<file path="config.mk">
export PLATFORM = sky130hd
export DESIGN_NAME = frog_input_scheduler
export DESIGN_NICKNAME = d
export VERILOG_FILES = /design/src/rtl/frog_input_scheduler.sv
export SDC_FILE = /design/constraint.sdc
export NUM_CORES = 1
export LEC_CHECK = 0
export ABC_CLOCK_PERIOD_IN_PS = 2900
export BUFFER_PORTS_ARGS = -buffer_cell sky130_fd_sc_hd__clkbuf_2
export CAP_MARGIN = 10
export CORE_MARGIN = 5
export CORE_UTILIZATION = 30
export CTS_BUF_LIST = sky130_fd_sc_hd__clkbuf_4 sky130_fd_sc_hd__clkbuf_8 sky130_fd_sc_hd__clkbuf_16
export CTS_CLUSTER_DIAMETER = 50
export DETAILED_ROUTE_END_ITERATION = 7
export GPL_ROUTABILITY_DRIVEN = 1
export HOLD_SLACK_MARGIN = 0.1
export PLACE_DENSITY = 0.54
export REMOVE_ABC_BUFFERS = 1
export SLEW_MARGIN = 20
export SYNTH_ARGS = -nofsm -noshare
export SYNTH_HDL_FRONTEND = slang
export SYNTH_SLANG_ARGS = --single-unit
</file>
<file path="constraint.sdc">
create_clock -name Clk -period 2.9 [get_ports Clk]
set_input_delay 0.29 -clock Clk [delete_from_list [all_inputs] [get_ports Clk]]
set_output_delay 0.29 -clock Clk [all_outputs]
set_load 0.02 [all_outputs]
</file>
<file path="src/rtl/frog_input_scheduler.sv">
// frog_input_scheduler: routes the single USB arrow-key stream to one active frog
// and turns held keys into frame-aligned, one-frame-wide move levels with auto-repeat.
module frog_input_scheduler #(
    parameter logic [15:0] KEY_LEFT     = 16'h0050,
    parameter logic [15:0] KEY_RIGHT    = 16'h004F,
    parameter logic [15:0] KEY_UP       = 16'h0052,
    parameter logic [15:0] KEY_DOWN     = 16'h0051,
    parameter logic [15:0] KEY_SEL1     = 16'h0059,
    parameter logic [15:0] KEY_SEL2     = 16'h005A,
    parameter logic [15:0] KEY_SEL3     = 16'h005B,
    parameter int          REPEAT_DELAY = 20,
    parameter int          REPEAT_RATE  = 8
) (
    input  logic        Clk,
    input  logic        Reset,
    input  logic        frame_clk,
    input  logic [15:0] keycode,
    input  logic [2:0]  frog_unavail,
    input  logic        game_over,
    output logic [1:0]  frog_sel,
    output logic [2:0]  frog_active,
    output logic        up,
    output logic        down,
    output logic        left,
    output logic        right,
    output logic        frame_tick
);

    // state | meaning
    // IDLE  | no move pending; waits for a fresh arrow press
    // ARMED | arrow latched; first move fires on a frame_tick
    // HOLD  | move issued; counting frames towards the next auto-repeat
    typedef enum logic [1:0] {IDLE = 2'd0, ARMED = 2'd1, HOLD = 2'd2} state_t;

    localparam logic [5:0] DELAY_LD = 6'(REPEAT_DELAY);
    localparam logic [5:0] RATE_LD  = 6'(REPEAT_RATE);

    logic        fc_s1, fc_s2, fc_s3;
    logic [15:0] kc_q;
    logic        kc_live, armable;
    state_t      state, state_n;
    logic [5:0]  cnt, cnt_n, cnt_dec;
    logic [1:0]  dir_q, dir_n, kc_dir;
    logic [3:0]  move_q, move_n, dir_hot;
    logic [1:0]  sel_n, sel_key, sel_next_av;
    logic [2:0]  avail;
    logic        kc_arrow, relatch, cur_lost, key_ok, force_idle;

    // armable is low until a non-arrow code has been seen, so a key held
    // through reset or a selection change needs a release and re-press.
    always_ff @(posedge Clk or posedge Reset) begin
        if (Reset) begin
            fc_s1      <= 1'b0;
            fc_s2      <= 1'b0;
            fc_s3      <= 1'b0;
            frame_tick <= 1'b0;
            kc_q       <= 16'h0000;
            kc_live    <= 1'b0;
            armable    <= 1'b0;
        end else begin
            fc_s1      <= frame_clk;
            fc_s2      <= fc_s1;
            fc_s3      <= fc_s2;
            frame_tick <= fc_s2 & ~fc_s3;
            kc_q       <= keycode;
            kc_live    <= 1'b1;
            armable    <= kc_live & ~kc_arrow;
        end
    end

    always_comb begin
        kc_arrow = 1'b1;
        kc_dir   = 2'd0;
        case (kc_q)
            KEY_UP:    kc_dir = 2'd0;
            KEY_DOWN:  kc_dir = 2'd1;
            KEY_LEFT:  kc_dir = 2'd2;
            KEY_RIGHT: kc_dir = 2'd3;
            default:   kc_arrow = 1'b0;
        endcase
    end

    always_comb begin
        sel_key = 2'd0;
        case (kc_q)
            KEY_SEL1: sel_key = 2'd1;
            KEY_SEL2: sel_key = 2'd2;
            KEY_SEL3: sel_key = 2'd3;
            default:  sel_key = 2'd0;
        endcase
    end

    assign avail = ~frog_unavail;

    // Losing the current frog outranks a same-cycle select key.
    always_comb begin
        cur_lost    = 1'b0;
        sel_next_av = 2'd0;
        case (frog_sel)
            2'd1: begin
                cur_lost    = frog_unavail[0];
                sel_next_av = avail[1] ? 2'd2 : (avail[2] ? 2'd3 : 2'd0);
            end
            2'd2: begin
                cur_lost    = frog_unavail[1];
                sel_next_av = avail[2] ? 2'd3 : (avail[0] ? 2'd1 : 2'd0);
            end
            2'd3: begin
                cur_lost    = frog_unavail[2];
                sel_next_av = avail[0] ? 2'd1 : (avail[1] ? 2'd2 : 2'd0);
            end
            default: begin end
        endcase
        key_ok = 1'b0;
        case (sel_key)
            2'd1:    key_ok = avail[0];
            2'd2:    key_ok = avail[1];
            2'd3:    key_ok = avail[2];
            default: key_ok = 1'b0;
        endcase
        sel_n = frog_sel;
        if (!game_over) begin
            if (cur_lost)
                sel_n = sel_next_av;
            else if (key_ok)
                sel_n = sel_key;
        end
    end

    assign dir_hot    = 4'b0001 << dir_q;
    assign cnt_dec    = (cnt == 6'd0) ? 6'd0 : cnt - 6'd1;
    assign relatch    = kc_arrow && (kc_dir != dir_q);
    assign force_idle = game_over | (frog_sel == 2'd0) | (sel_n != frog_sel);

    always_comb begin
        state_n = state;
        dir_n   = dir_q;
        cnt_n   = cnt;
        move_n  = move_q;
        if (force_idle) begin
            state_n = IDLE;
            move_n  = 4'b0000;
        end else begin
            case (state)
                IDLE: begin
                    if (frame_tick)
                        move_n = 4'b0000;
                    if (kc_arrow && armable) begin
                        dir_n   = kc_dir;
                        state_n = ARMED;
                    end
                end
                // A release while armed still commits the move, so a short tap
                // between ticks yields one pulse; a still-active level gets a gap frame.
                ARMED: begin
                    if (relatch)
                        dir_n = kc_dir;
                    if (frame_tick) begin
                        if (move_q != 4'b0000 || relatch) begin
                            move_n = 4'b0000;
                        end else begin
                            move_n  = dir_hot;
                            cnt_n   = DELAY_LD;
                            state_n = HOLD;
                        end
                    end
                end
                HOLD: begin
                    if (!kc_arrow) begin
                        state_n = IDLE;
                        if (frame_tick)
                            move_n = 4'b0000;
                    end else if (relatch) begin
                        dir_n   = kc_dir;
                        state_n = ARMED;
                        if (frame_tick)
                            move_n = 4'b0000;
                    end else if (frame_tick) begin
                        cnt_n  = cnt_dec;
                        move_n = 4'b0000;
                        if (cnt_dec == 6'd0) begin
                            move_n = dir_hot;
                            cnt_n  = RATE_LD;
                        end
                    end
                end
                default: state_n = IDLE;
            endcase
        end
    end

    always_ff @(posedge Clk or posedge Reset) begin
        if (Reset) begin
            state    <= IDLE;
            cnt      <= 6'd0;
            dir_q    <= 2'd0;
            move_q   <= 4'b0000;
            frog_sel <= 2'd0;
        end else begin
            state    <= state_n;
            cnt      <= cnt_n;
            dir_q    <= dir_n;
            move_q   <= move_n;
            frog_sel <= sel_n;
        end
    end

    always_comb begin
        case (frog_sel)
            2'd1:    frog_active = 3'b001;
            2'd2:    frog_active = 3'b010;
            2'd3:    frog_active = 3'b100;
            default: frog_active = 3'b000;
        endcase
    end

    assign {right, left, down, up} = move_q;

endmodule

</file>
==> results.md <==
* Reg-to-reg slack, setup at 0.1 ns
* Status: complete, no violations
* Design internal power at 0.000893 W
* Remaining DRCs at 0
* Fin area at 2870 sq um
* Die area at 9310 sq um
* R2r startpoint: kc_q[7]
* Startpoint Class: register
* Power Density at 429 nW/um^2
* Fill cells at 712
* Remaining global-route overflow at 0
* CTS tree: yes
* Worst Tran Pin Value at 0.490 ns
* Hold crit path type: in2reg
* Vias per inst at 4.99
* Reg area at 951 sq um
* Critical Path Max Stage Delay at 0.60 ns
* Ys async rst share at 100%
* Synth warn at 0
* Cell Area, Synth at 2240 sq um
* # diodes at 0
* Crit Path Max Fanout at 10
* Largest net degree at the start of global routing at 39
* Hpwl dp at 3860 um
* Synth Flop Type: dfrtp_1
* Cell count along the critical path at 8
* Slowest cell on the critical path: or4b_4
* Buffers added on ports at 32
* Clk_skew at 0.0111 ns
* CTS Buffer Depth at 2
* CP endpoint kind: register
* Clock share of power at 37.1%
* Fin crit period at 2.80 ns
* DRT iter0 DRCs at 144
* Synthesized area per cell at 9.39 sq um
* Fin util at 39.5%
* Initial antenna violation count at 0
* Net Switching at 0.000337 W
* Vias in the first global route at 1893
* Most frequent cells in the layout: dfrtp_1 (38), clkbuf_2 (32), dlygate4sd3_1 (18), nor2_1 (16), a21oi_1 (16)
* TritonCTS buffer count at 5
* Ordered cell list for the critical path: or4b_4 > nor4_4 > a21oi_1 > o32a_2 > a32o_1 > buf_4 > and2_4 > a22o_1
* Avg WL per Cell at 13.0 um
* Pleak at 1.27 nW
* Final period util at 96.6%
* Sw frac at 27.4%
* Critical path capture point: cnt[2]
* Initial core utilization at 30.9%
* Synth cell types at 57
* Insertion delay to the later sink of the worst-skew pair at 0.30 ns
* Remaining antenna violation count at 0
* Row Count at 31
* GRT Overall Usage at 12.1%
* Routed WL at 5170 um
* CP arrival at 2.99 ns
* CTS root buffer: clkbuf_8
* Flop pwr share at 47.7%
* Via count at 1981
* Core area at 7250 sq um
* Crit path required time at 3.09 ns
* Worst rel slew slack at 67.0%
* Syn-to-layout area delta at 27.7%
* Clk slew on worst S/H paths at 0.08 ns
* Die span in y at 96.5 um
* WP buf/inv at 1
* Max VDD drop at 0.000153 V
* Delay-heaviest family, CP: simple AND/OR/NAND/NOR gates
* Ratio of cells with drive above 1 in the final layout at 21.8%
* Hold Violations, Final at 0
* Setup TNS at 0 ns
* RR Endpoint: cnt[2]
* CTS Sinks at 38
* Setup-failing EPs final at 0
* Number of synthesized flops with an enable pin at 0
* Multi-input gate area at 1220 sq um
* Cells after synthesis at 239
* Most common cell after layout, fill and taps aside: dfrtp_1
* First-pass iteration count of the detailed router at 4
* Final nets at 327
* GP Congestion at 0.898
* H-tree Lvls at 2
* DP Area at 2540 sq um
* Final setup margin at 0.0988 ns
* CP Class: reg2reg
* Die W at 96.5 um
* Seq/Total Area, Yosys at 42.4%
* Worst Setup SP: kc_q[7]
* Max Slew Vio Count at 0
* Fmax at 357 MHz
* IO Pins at 33
* Max_cap viols at 0
* Setup WS pre-CTS at 0.130 ns
* Flops & latches, synth at 38
* Combinational share of power at 15.2%
* Worst R2R Path Depth at 8
* First-pass GRT wire length at 8790 um
==> timing repair <==
item                                   4_1_cts  5_1_grt
gates resized for setup                      0        3
hold buffers                                18        0
buffers inserted                             0        2
setup endpoints to repair                    0        3
endpoints found under the hold margin       34        0
==> through the flow <==
step	hold WS [ns]	std cells	power (W)
5_1_grt	0.322	397	0.00130
3_5_place_dp	0.339	369	0.000767
6_report	0.310	397	0.00123
2_1_floorplan	0.321	231	0.000697
3_3_place_gp	0.333	369	0.000765
4_1_cts	0.300	395	0.00125
==> kinds of logic after synthesis <==
group                      count (synthesis)  synth area share [%]
and+or+nand+nor                          103                  28.2
AOI/OAI and AO/OA                         59                  17.2
DFF                                       38                  42.4
buffers and inverters                     22                  4.02
muxes                                      8                  3.74
adders and majority gates                  7                  3.90
other                                      1                 0.167
xor gates and xnor gates                   1                 0.390
==> sequential cells by signal, summed over array words and instances, names as in the netlist <==
name / flops
armable: 1
cnt: 6
dir_q: 2
fc_s1: 1
fc_s2: 1
fc_s3: 1
frame_tick: 1
frog_sel: 2
kc_live: 1
kc_q: 16
move_q: 4
state: 2
==> how the worst min path moves through the flow <==
| stage | from | to | slack (ns) | depth (start not counted) |
|---|---|---|---|---|
| 2_1_floorplan | frame_clk | fc_s1 | 0.32 | 0 |
| 3_3_place_gp | fc_s1 | fc_s2 | 0.33 | 0 |
| 3_5_place_dp | fc_s1 | fc_s2 | 0.34 | 0 |
| 4_1_cts | game_over | frog_sel[0] | 0.30 | 3 |
| 5_1_grt | game_over | frog_sel[0] | 0.32 | 3 |
| 6_report | game_over | frog_sel[0] | 0.31 | 3 |
==> Yosys cell counts (3+ instances only) <==
master    count  area [sq um]
a21oi_1      16          80.1
a22o_1        4          35.0
and2_1        4          25.0
and3_1        4          25.0
clkbuf_1      5          18.8
dfrtp_1      38           951
ha_1          7          87.6
inv_1        13          48.8
mux2i_1       5          50.1
nand2_1      15          56.3
nand2b_1      3          18.8
nand3_1      14          70.1
nand3b_1      5          37.5
nand4b_1      3          26.3
nor2_1       16          60.1
nor2b_1       7          43.8
nor3_1        4          20.0
nor3b_1       3          22.5
nor4_1        4          25.0
o21a_1        3          22.5
o21ai_0      14          70.1
o31ai_1       4          30.0
or3_1         5          31.3
==> area by class of cell <==
cell class | count | share of cell area [%]
inverter | 14 | 1.83
sequential | 38 | 33.2
tap | 99 | 4.32
multi-input combinational | 179 | 42.4
clock inverter | 3 | 1.57
timing repair buffer | 59 | 14.2
clock buffer | 5 | 2.40
==> worst min-delay path: stages <==
cell	delay, ns
clkbuf_2	0.15
nand2_1	0.09
nand2_1	0.05
==> layer usage <==
layer  share of wire (%)  wire [um]  global-route usage (%)
met4                 1.3         68                    4.67
met5                   0          0                       0
met2                  47       2430                    18.8
met1                  46       2400                    16.3
met3                 5.2        270                    2.87
==> power by group through the flow <==
| stage | Clock [W] | Sequential, W | Combinational (W) |
|---|---|---|---|
| floorplan | 0 | 0.000599 | 0.0000980 |
| detailed placement | 0 | 0.000599 | 0.000168 |
| CTS | 0.000472 | 0.000588 | 0.000187 |
| finish | 0.000456 | 0.000587 | 0.000187 |
| global placement | 0 | 0.000597 | 0.000168 |
| global route | 0.000494 | 0.000593 | 0.000209 |
No activity file was read; power rests on OpenSTA's default activity.
